**config.mk**
```make
export PLATFORM = sky130hd
export DESIGN_NAME = max_pooling_stream
export DESIGN_NICKNAME = d
export VERILOG_FILES = /design/src/rtl/max_pooling_stream.sv
export SDC_FILE = /design/constraint.sdc
export NUM_CORES = 1
export LEC_CHECK = 0
export CORE_ASPECT_RATIO = 1.4
export CORE_UTILIZATION = 45
export DETAILED_ROUTE_END_ITERATION = 7
export PLACE_DENSITY = 0.65
export SYNTH_ARGS = -nofsm -noshare
export SYNTH_HDL_FRONTEND = slang
export SYNTH_SLANG_ARGS = --single-unit
```
**constraint.sdc**
```tcl
create_clock -name clk -period 25.6 [get_ports clk]
set_input_delay 3.84 -clock clk [delete_from_list [all_inputs] [get_ports clk]]
set_output_delay 3.84 -clock clk [all_outputs]
set_load 0.05 [all_outputs]
```
**src/rtl/max_pooling_stream.sv**
```systemverilog
// Streaming 2x2 / stride-2 max pooling over a raster-ordered, N-channel feature map.
// One pixel is taken per valid_in beat; the pooled pixel follows the window's bottom-right beat by one cycle.
module max_pooling_stream #(
  parameter int CHANNELS   = 16,
  parameter int DATA_WIDTH = 8,
  parameter int WIDTH      = 11,
  parameter int HEIGHT     = 11,
  parameter int SIGNED     = 0
) (
  input  logic                           clk,
  input  logic                           rst,
  input  logic                           valid_in,
  input  logic [CHANNELS*DATA_WIDTH-1:0] pixel_in,
  output logic                           valid_out,
  output logic [CHANNELS*DATA_WIDTH-1:0] pixel_out,
  output logic                           frame_done
);

  localparam int PW = CHANNELS * DATA_WIDTH;
  localparam int OW = WIDTH / 2;
  localparam int OH = HEIGHT / 2;
  localparam int CW = $clog2(WIDTH);
  localparam int RW = $clog2(HEIGHT);
  localparam int LW = (OW > 1) ? $clog2(OW) : 1;

  localparam logic [CW-1:0] COL_LAST      = CW'(WIDTH - 1);
  localparam logic [RW-1:0] ROW_LAST      = RW'(HEIGHT - 1);
  localparam logic [CW-1:0] COL_POOL_LAST = CW'(2 * OW - 1);
  localparam logic [RW-1:0] ROW_POOL_LAST = RW'(2 * OH - 1);

  logic [CW-1:0] col;
  logic [RW-1:0] row;
  logic [PW-1:0] hold;
  logic [PW-1:0] linebuf [OW];
  logic [PW-1:0] line_rd;
  logic [PW-1:0] pair_max;
  logic [PW-1:0] pool_max;
  logic [LW-1:0] lb_idx;
  logic          in_region;

  function automatic logic [DATA_WIDTH-1:0] max2(input logic [DATA_WIDTH-1:0] a,
                                                 input logic [DATA_WIDTH-1:0] b);
    logic a_wins;
    if (SIGNED != 0) a_wins = $signed(a) > $signed(b);
    else             a_wins = a > b;
    return a_wins ? a : b;
  endfunction

  always_comb begin
    lb_idx    = LW'(col >> 1);
    in_region = (col <= COL_POOL_LAST) && (row <= ROW_POOL_LAST);
    line_rd   = linebuf[lb_idx];
    pair_max  = '0;
    pool_max  = '0;
    for (int unsigned c = 0; c < CHANNELS; c++) begin
      pair_max[c*DATA_WIDTH +: DATA_WIDTH] = max2(hold[c*DATA_WIDTH +: DATA_WIDTH],
                                                  pixel_in[c*DATA_WIDTH +: DATA_WIDTH]);
      pool_max[c*DATA_WIDTH +: DATA_WIDTH] = max2(line_rd[c*DATA_WIDTH +: DATA_WIDTH],
                                                  pair_max[c*DATA_WIDTH +: DATA_WIDTH]);
    end
  end

  always_ff @(posedge clk) begin
    if (rst) begin
      col        <= '0;
      row        <= '0;
      valid_out  <= 1'b0;
      frame_done <= 1'b0;
      pixel_out  <= '0;
    end else begin
      valid_out  <= 1'b0;
      frame_done <= 1'b0;
      if (valid_in) begin
        if (col == COL_LAST) begin
          col <= '0;
          row <= (row == ROW_LAST) ? '0 : row + 1'b1;
        end else begin
          col <= col + 1'b1;
        end
        if (in_region && col[0] && row[0]) begin
          pixel_out  <= pool_max;
          valid_out  <= 1'b1;
          frame_done <= (col == COL_POOL_LAST) && (row == ROW_POOL_LAST);
        end
      end
    end
  end

  // Hold register and line buffer carry no reset: each entry is rewritten before use in every frame.
  always_ff @(posedge clk) begin
    if (!rst && valid_in && in_region) begin
      if (!col[0])      hold            <= pixel_in;
      else if (!row[0]) linebuf[lb_idx] <= pair_max;
    end
  end

endmodule
```
==> qor.txt, run 1 <==
Family with the most delay on the worst path: compound AO/OA/AOI/OAI gates
Number of placed I/O pins: 261
Post-Syn Area per Cell: 15.8 sq um
Post-synth ARST share: 0
#FFs+latches synth: 909
DIE WIDTH: 256 microns
Total power: 3.28 mW
Peak VDD IR: 0.0461 mV
Layout cells sized above 1: 0.148
DRT Pass-1 Iters: 5
Number of flops mapped to enable cells by yosys: 768
Sw Pwr: 734 uW
Max transition margin: 0.176
Cell mode on critical path: inv_1
Hold Crit Endpoint: pixel_out[82]
Final wirelength: 92500 microns
Hold Crit Start: pixel_out[82]
Clk slew on worst S/H paths: 0.06 ns
Post-Syn Area: 0.0407 sq mm
WL/cell: 22.4 microns
Clk sinks: 909
Tcrit/Tclk final: 0.281
Synth top area share: 0.566
HPWL after DPL: 59400 microns
Worst setup SP type: primary input
Slew Limit Fails: 0
Hold path cells: 2
Gp weighted congestion: 0.834
Root Buffer: clkbuf_16
Clock group share of total power: 0.412
Final hold violation count: 0
CTS Buf Count: 87
Synth Flop Type: edfxtp_1
Leakage: 17.2 nW
Setup Fix Bufs, Post-CTS: 0
Worst path cell trace: clkdlybuf4s50_1 > inv_1 > ha_1 > nor2b_1 > o211ai_1 > a21oi_1 > o32a_1 > mux2i_1 > inv_1 > ha_1 > inv_1 > a221o_1 > a21oi_1 > a31oi_1 > nand2b_1 > o21ai_1
Switching share of power: 0.224
Max-cap viol count: 0
Seq pwr share: 0.501
Clock period minus worst slack: 7.18 ns
Clock Path Buffers: 3
Clock insertion delay at the later pin of the skew report: 0.66 ns
Hold_buf cts: 0
Buffers on Ports: 260
Core Box Area: 0.0896 sq mm
Drt first-iter violations: 1281
Nets: 3258
Crit path required time: 26.12 ns
Setup crit end kind: flip-flop
First-pass GRT wire length: 144000 microns
Syn Nets: 2971
Critical path's largest stage delay: 0.53 ns
Max Clock Skew: 0.0246 ns
Internal: 2.55 mW
Routed Antenna Nets: 0
Post-synthesis cell type count: 52
Yosys warning count: 0
Setup TNS: 0 ns
Largest net degree at the start of global routing: 106
DR vias: 23500
Starting Density: 0.454
Post-CTS sizing: 0
Row cnt: 130
FMAX: 139 MHz
R2R Path End: pixel_out[72]
Status: completed
Critical path class: in -> reg
Vias in the first global route: 25300
Slew @ Worst Pin: 1.24 ns
CP arrival: 7.71 ns
# setup viols final: 0
Drt drc: 0
All-Layer GR Usage: 0.203
Reg2reg setup slack: 20.56 ns
Total global routing overflow: 0
RSZ-0062 raised after global routing: no
Die area: 0.0917 sq mm
Htree depth: 3
Gate count of the mapped netlist: 2584
Comb pwr share: 0.087
Initial antenna violation count: 10
Layout area overhead: 16.8%
Post-synth top area cell: edfxtp_1
Slowest CP cell: a31oi_1
Bufs and invs on worst path: 4
Pwr dens: 69.0 mW/mm^2
R2R depth: 11
Hold/Removal Path Class: reg -> reg
Die Ht: 358 microns
Vias per inst: 5.68
CTS tree: yes
Area contributors post-synth: edfxtp_1 (57%), ha_1 (7.9%), mux4_2 (7.1%)
Max Fanout on Critical Path: 9
Part of the Yosys area used for sequential elements: 0.636
[layout make-up]
| class | count | area (sq um) |
|---|---|---|
| Fill cell | 7281 | 42100 |
| Tap cell | 1188 | 1490 |
| Clock inverter | 51 | 604 |
| Timing Repair Buffer | 285 | 2820 |
| Inverter | 263 | 995 |
| Sequential cell | 909 | 25900 |
| Antenna cell | 4 | 10.0 |
| Clock buffer | 113 | 2390 |
| Multi-Input combinational cell | 1325 | 13400 |
[synthesized netlist by cell type, drive strengths merged (2+ instances only)]
library cell	instances
a211oi	20
a21o	18
a21oi	77
a221o	11
a22oi	12
a31oi	2
a32oi	109
a41oi	8
and2	3
and3	5
and4b	4
buf	57
clkbuf	30
dfxtp	141
edfxtp	768
ha	256
inv	263
mux2	121
mux2i	136
mux4	128
nand2	32
nand2b	18
nand3	7
nand3b	3
nand4	60
nor2	49
nor2b	23
nor3	3
nor3b	5
o211ai	19
o21a	4
o21ai	159
o22a	9
o32a	7
o32ai	9
or3	2
[worst reg2reg max path: stages, from the launching register on]
cell and delay (ns):
dfxtp_4 0.61, buf_4 0.79, buf_4 0.78, mux4_2 0.68
mux2_2 0.30, ha_1 0.30, and3_1 0.18, a221o_1 0.14
a21oi_1 0.06, a31oi_1 0.57, nand2b_1 0.38, o21ai_1 0.13
[how the worst max path moves through the flow]
| stage | startpoint | end | slack [ns] | depth (start not counted) |
|---|---|---|---|---|
| after floorplan | rst | hold[0] | 11.20 | 3 |
| after global placement | pixel_in[49] | pixel_out[48] | 17.89 | 15 |
| after detailed placement | pixel_in[49] | pixel_out[48] | 17.80 | 15 |
| after CTS | pixel_in[49] | pixel_out[48] | 18.50 | 15 |
| after global routing | pixel_in[73] | pixel_out[72] | 18.20 | 16 |
| final | pixel_in[97] | pixel_out[99] | 18.42 | 16 |
[metrics by stage]
stage,area (sq um),utilization,hold WS (ns),setup slack (ns),instances
after floorplan,40700,-,0.468,11.20,2584
after global placement,44600,0.497,0.462,17.89,3970
after detailed placement,44600,0.497,0.466,17.80,3970
after CTS,47600,0.531,0.485,18.50,4134
after global routing,47600,0.531,0.521,18.20,4137
final,47600,0.531,0.481,18.42,4138
[placed cells by master (no fill, tap or decap), drive strengths merged, types with 4 or more instances in the layout]
cell type and count:
a32oi 109, mux4 128, a41oi 8, nor3b 5
o22a 9, and4b 4, a211oi 20, diode 4
ha 256, bufinv 13, clkinv 31, o32ai 9
edfxtp 768, mux2 121, o21a 4, a21oi 77
o211ai 19, clkbuf 113, inv 267, nor2b 23
nand4 60, nor2 49, a22oi 12, nand2b 18
and3 5, o32a 7, a21o 18, dfxtp 141
mux2i 136, a221o 11, o21ai 159, nand3 7
buf 25, nand2 32, clkdlybuf4s50 260
[power groups by stage]
stage	logic, mW	clock network (mW)	registers (mW)
after CTS	0.287	1.38	1.64
after global placement	0.271	0	1.68
after detailed placement	0.284	0	1.68
after global routing	0.317	1.43	1.65
after floorplan	0.197	0	1.68
final	0.284	1.35	1.64
[cells by family (layout without fill, tap and decap cells)]
logic type / Yosys count / after routing / synth area share
XOR/XNOR: 2 / 2 / 0.000430
flip-flops: 909 / 909 / 0.636
multiplexers: 385 / 385 / 0.138
buffers and inverters: 350 / 712 / 0.0374
AND/OR/NAND/NOR: 216 / 216 / 0.0290
AO/OA/AOI/OAI: 466 / 466 / 0.0809
adder cells (fa/ha/maj): 256 / 256 / 0.0786
other: 0 / 4 / 0
[routing by layer]
metal | share of wire | track usage | up-vias
met2 | 0.53 | 0.368 | 532
met4 | 0.029 | 0.0818 | 14
li1 | - | - | 10800
met1 | 0.40 | 0.237 | 12000
met3 | 0.046 | 0.0370 | 174
met5 | 0.00090 | 0 | -
[flip-flops by register name, summed over array words and instances, names as in the netlist, named ones only]
signal / count
hold: 128
col: 4
pixel_out: 128
linebuf: 640
row: 4
frame_done: 1
valid_out: 1
(Power assumes the default switching activity.)
==> inputs of run 2 (changes only) <==
==> constraint.sdc (replaced) <==
create_clock -name clk -period 7.5 [get_ports clk]
set_input_delay 1.125 -clock clk [delete_from_list [all_inputs] [get_ports clk]]
set_output_delay 1.125 -clock clk [all_outputs]
set_load 0.05 [all_outputs]
==> qor.txt, run 2 (synthesis gave the netlist of run 1 again) <==
Status: completed (unchanged)
# setup viols final: 0 (unchanged)
Final wirelength: 91800 microns (was 92500 microns)
Hold/Removal Path Class: reg -> reg (unchanged)
Largest net degree at the start of global routing: 108 (was 106)
Gp weighted congestion: 0.809 (was 0.834)
Commonest non-fill, non-tap cell in the layout: edfxtp_1 (unchanged)
Clk slew on worst S/H paths: 0.06 ns (about the same)
DRT Pass-1 Iters: 5 (unchanged)
Slowest CP cell: a31oi_1 (unchanged)
Nets: 3262 (was 3258)
Critical path's largest stage delay: 0.64 ns (was 0.53 ns)
DR vias: 23500 (about the same)
Area of the multi-input gates: 0.0134 sq mm (about the same)
Max transition margin: 0.300 (was 0.176)
FMAX: 214 MHz
Number of placed I/O pins: 261 (unchanged)
Row cnt: 130 (unchanged)
Die area: 0.0917 sq mm (unchanged)
Peak VDD IR: 0.164 mV (was 0.0461 mV)
Layout area overhead: 16.9% (was 16.8%)
Slew Limit Fails: 0 (unchanged)
Final setup margin: 2.82 ns (was 18.42 ns)
Layout cells sized above 1: 0.151 (was 0.148)
Leakage: 17.2 nW (about the same)
Commonest cells after routing, fill and taps aside: edfxtp_1 (768), inv_1 (261), clkdlybuf4s50_1 (260) (unchanged)
Crit path required time: 8.01 ns (was 26.12 ns)
Placement Setup Slack: 2.17 ns (was 17.80 ns)
Vias per inst: 5.67 (was 5.68)
Biggest regs: linebuf: 640 flops, hold: 128 flops, pixel_out: 128 flops (unchanged)
Max Fanout on Critical Path: 9 (unchanged)
Worst path cell trace: clkdlybuf4s50_1 > inv_1 > ha_1 > nor2b_1 > o211ai_1 > a21oi_1 > o32a_1 > mux2i_1 > ha_1 > and3_1 > a221o_1 > a21oi_1 > a31oi_1 > nand2b_1 > o21ai_1 (was clkdlybuf4s50_1 > inv_1 > ha_1 > nor2b_1 > o211ai_1 > a21oi_1 > o32a_1 > mux2i_1 > inv_1 > ha_1 > inv_1 > a221o_1 > a21oi_1 > a31oi_1 > nand2b_1 > o21ai_1)
Root Buffer: clkbuf_16 (unchanged)
Starting Density: 0.454 (unchanged)
Die Ht: 358 microns (unchanged)
DIE WIDTH: 256 microns (unchanged)
Clock Path Buffers: 3 (unchanged)
HPWL after DPL: 59300 microns (was 59400 microns)
Wire length on met1: 37000 microns (was 36900 microns)
Final hold violation count: 0 (unchanged)
All-Layer GR Usage: 0.202 (was 0.203)
Worst setup SP type: primary input (unchanged)
Drt drc: 0 (unchanged)
Max reg flops: 640 (unchanged)
Slew @ Worst Pin: 1.05 ns (was 1.24 ns)
Htree depth: 3 (unchanged)
Critical path class: in -> reg (unchanged)
Vias in the first global route: 25200 (was 25300)
CTS Buf Count: 90 (was 87)
RSZ-0062 raised after global routing: no (unchanged)
Setup Fix Bufs, Post-CTS: 0 (unchanged)
CTS tree: yes (unchanged)
Buffers on Ports: 260 (unchanged)
Pwr dens: 233 mW/mm^2 (was 69.0 mW/mm^2)
Top Metal Used: met5 (unchanged)
Family with the most delay on the worst path: compound AO/OA/AOI/OAI gates (unchanged)
Clock insertion delay at the later pin of the skew report: 0.65 ns (was 0.66 ns)
Drt first-iter violations: 1346 (was 1281)
Core Box Area: 0.0896 sq mm (unchanged)
Bufs and invs on worst path: 2 (was 4)
First-pass GRT wire length: 143000 microns (was 144000 microns)
Max-cap viol count: 0 (unchanged)
CP arrival: 5.18 ns (was 7.71 ns)
Post-CTS sizing: 0 (unchanged)
Met2 routed WL: 48000 microns (was 48600 microns)
Clk sinks: 909 (unchanged)
Fill count: 7187 (was 7281)
Antenna diode instance count: 0 (was 4)
Total power: 11.1 mW (was 3.28 mW)
WL/cell: 22.2 microns (was 22.4 microns)
Setup crit end kind: flip-flop (unchanged)
Clock period minus worst slack: 4.68 ns
Biggest register: linebuf (unchanged)
Total global routing overflow: 0 (unchanged)
Initial antenna violation count: 7 (was 10)
Max Clock Skew: 0.0225 ns (was 0.0246 ns)
Met3 wire length: 4150 microns (was 4240 microns)
Routed Antenna Nets: 0 (unchanged)
Register area: 0.0259 sq mm (unchanged)
Tcrit/Tclk final: 0.623
Hold_buf cts: 0 (unchanged)
-- run 2: cell types whose count changed in the layout (fill, tap and decap cells not counted), moves of 2 or more --
| cell | before | now |
|---|---|---|
| inv_8 | 0 | 2 |
| bufinv_16 | 13 | 4 |
| inv_6 | 5 | 3 |
| clkbuf_1 | 19 | 13 |
| clkbuf_8 | 3 | 9 |
| diode_2 | 4 | 0 |
| clkinvlp_4 | 3 | 9 |
| clkbuf_16 | 91 | 98 |
-- run 2: per-stage QoR --
stage	area (sq um)	TNS [ns]	utilization	instances	hold slack [ns]
after floorplan	40700	-145.97	-	2584	0.468
after global placement	44600	0	0.498	3971	0.460
after detailed placement	44600	0	0.498	3971	0.457
after CTS	47600	0	0.531	4140	0.474
after global routing	47600	0	0.531	4140	0.513
final	47600	0	0.531	4140	0.475
-- run 2: path summary, 6_finish.rpt --
kind	end	depth (start not counted)	slack, ns	start
setup / recovery	pixel_out[73]	15	2.82	pixel_in[73]
hold / removal	pixel_out[78]	2	0.47	pixel_out[78]
setup reg to reg	pixel_out[73]	10	3.24	flip-flop
hold reg to reg	pixel_out[78]	2	0.47	pixel_out[78]
-- run 2: area by class of cell --
cell class              count  area share
repair buffers            286      0.0596
inverters                 263      0.0209
well taps                1188      0.0312
clock inverters            49     0.00820
multi-input cells        1325       0.281
clock buffers             120      0.0551
flip-flops and latches    909       0.544
-- run 2: metal layers --
metal	track usage	vias to the layer above
met5	0	-
met4	0.0716	14
li1	-	10800
met1	0.236	12000
met2	0.367	500
met3	0.0381	171
-- run 2: worst min-delay path, delay by kind of cell (launching register included) --
family          cells  cell delay, ns
compound gates      2            0.11
flops               1            0.33
-- run 2: power breakdown --
part           switching (mW)  internal (mW)  total (mW)
sequential             0.0294           5.59        5.62
clock                    1.92           2.61        4.53
combinational           0.565          0.399       0.963
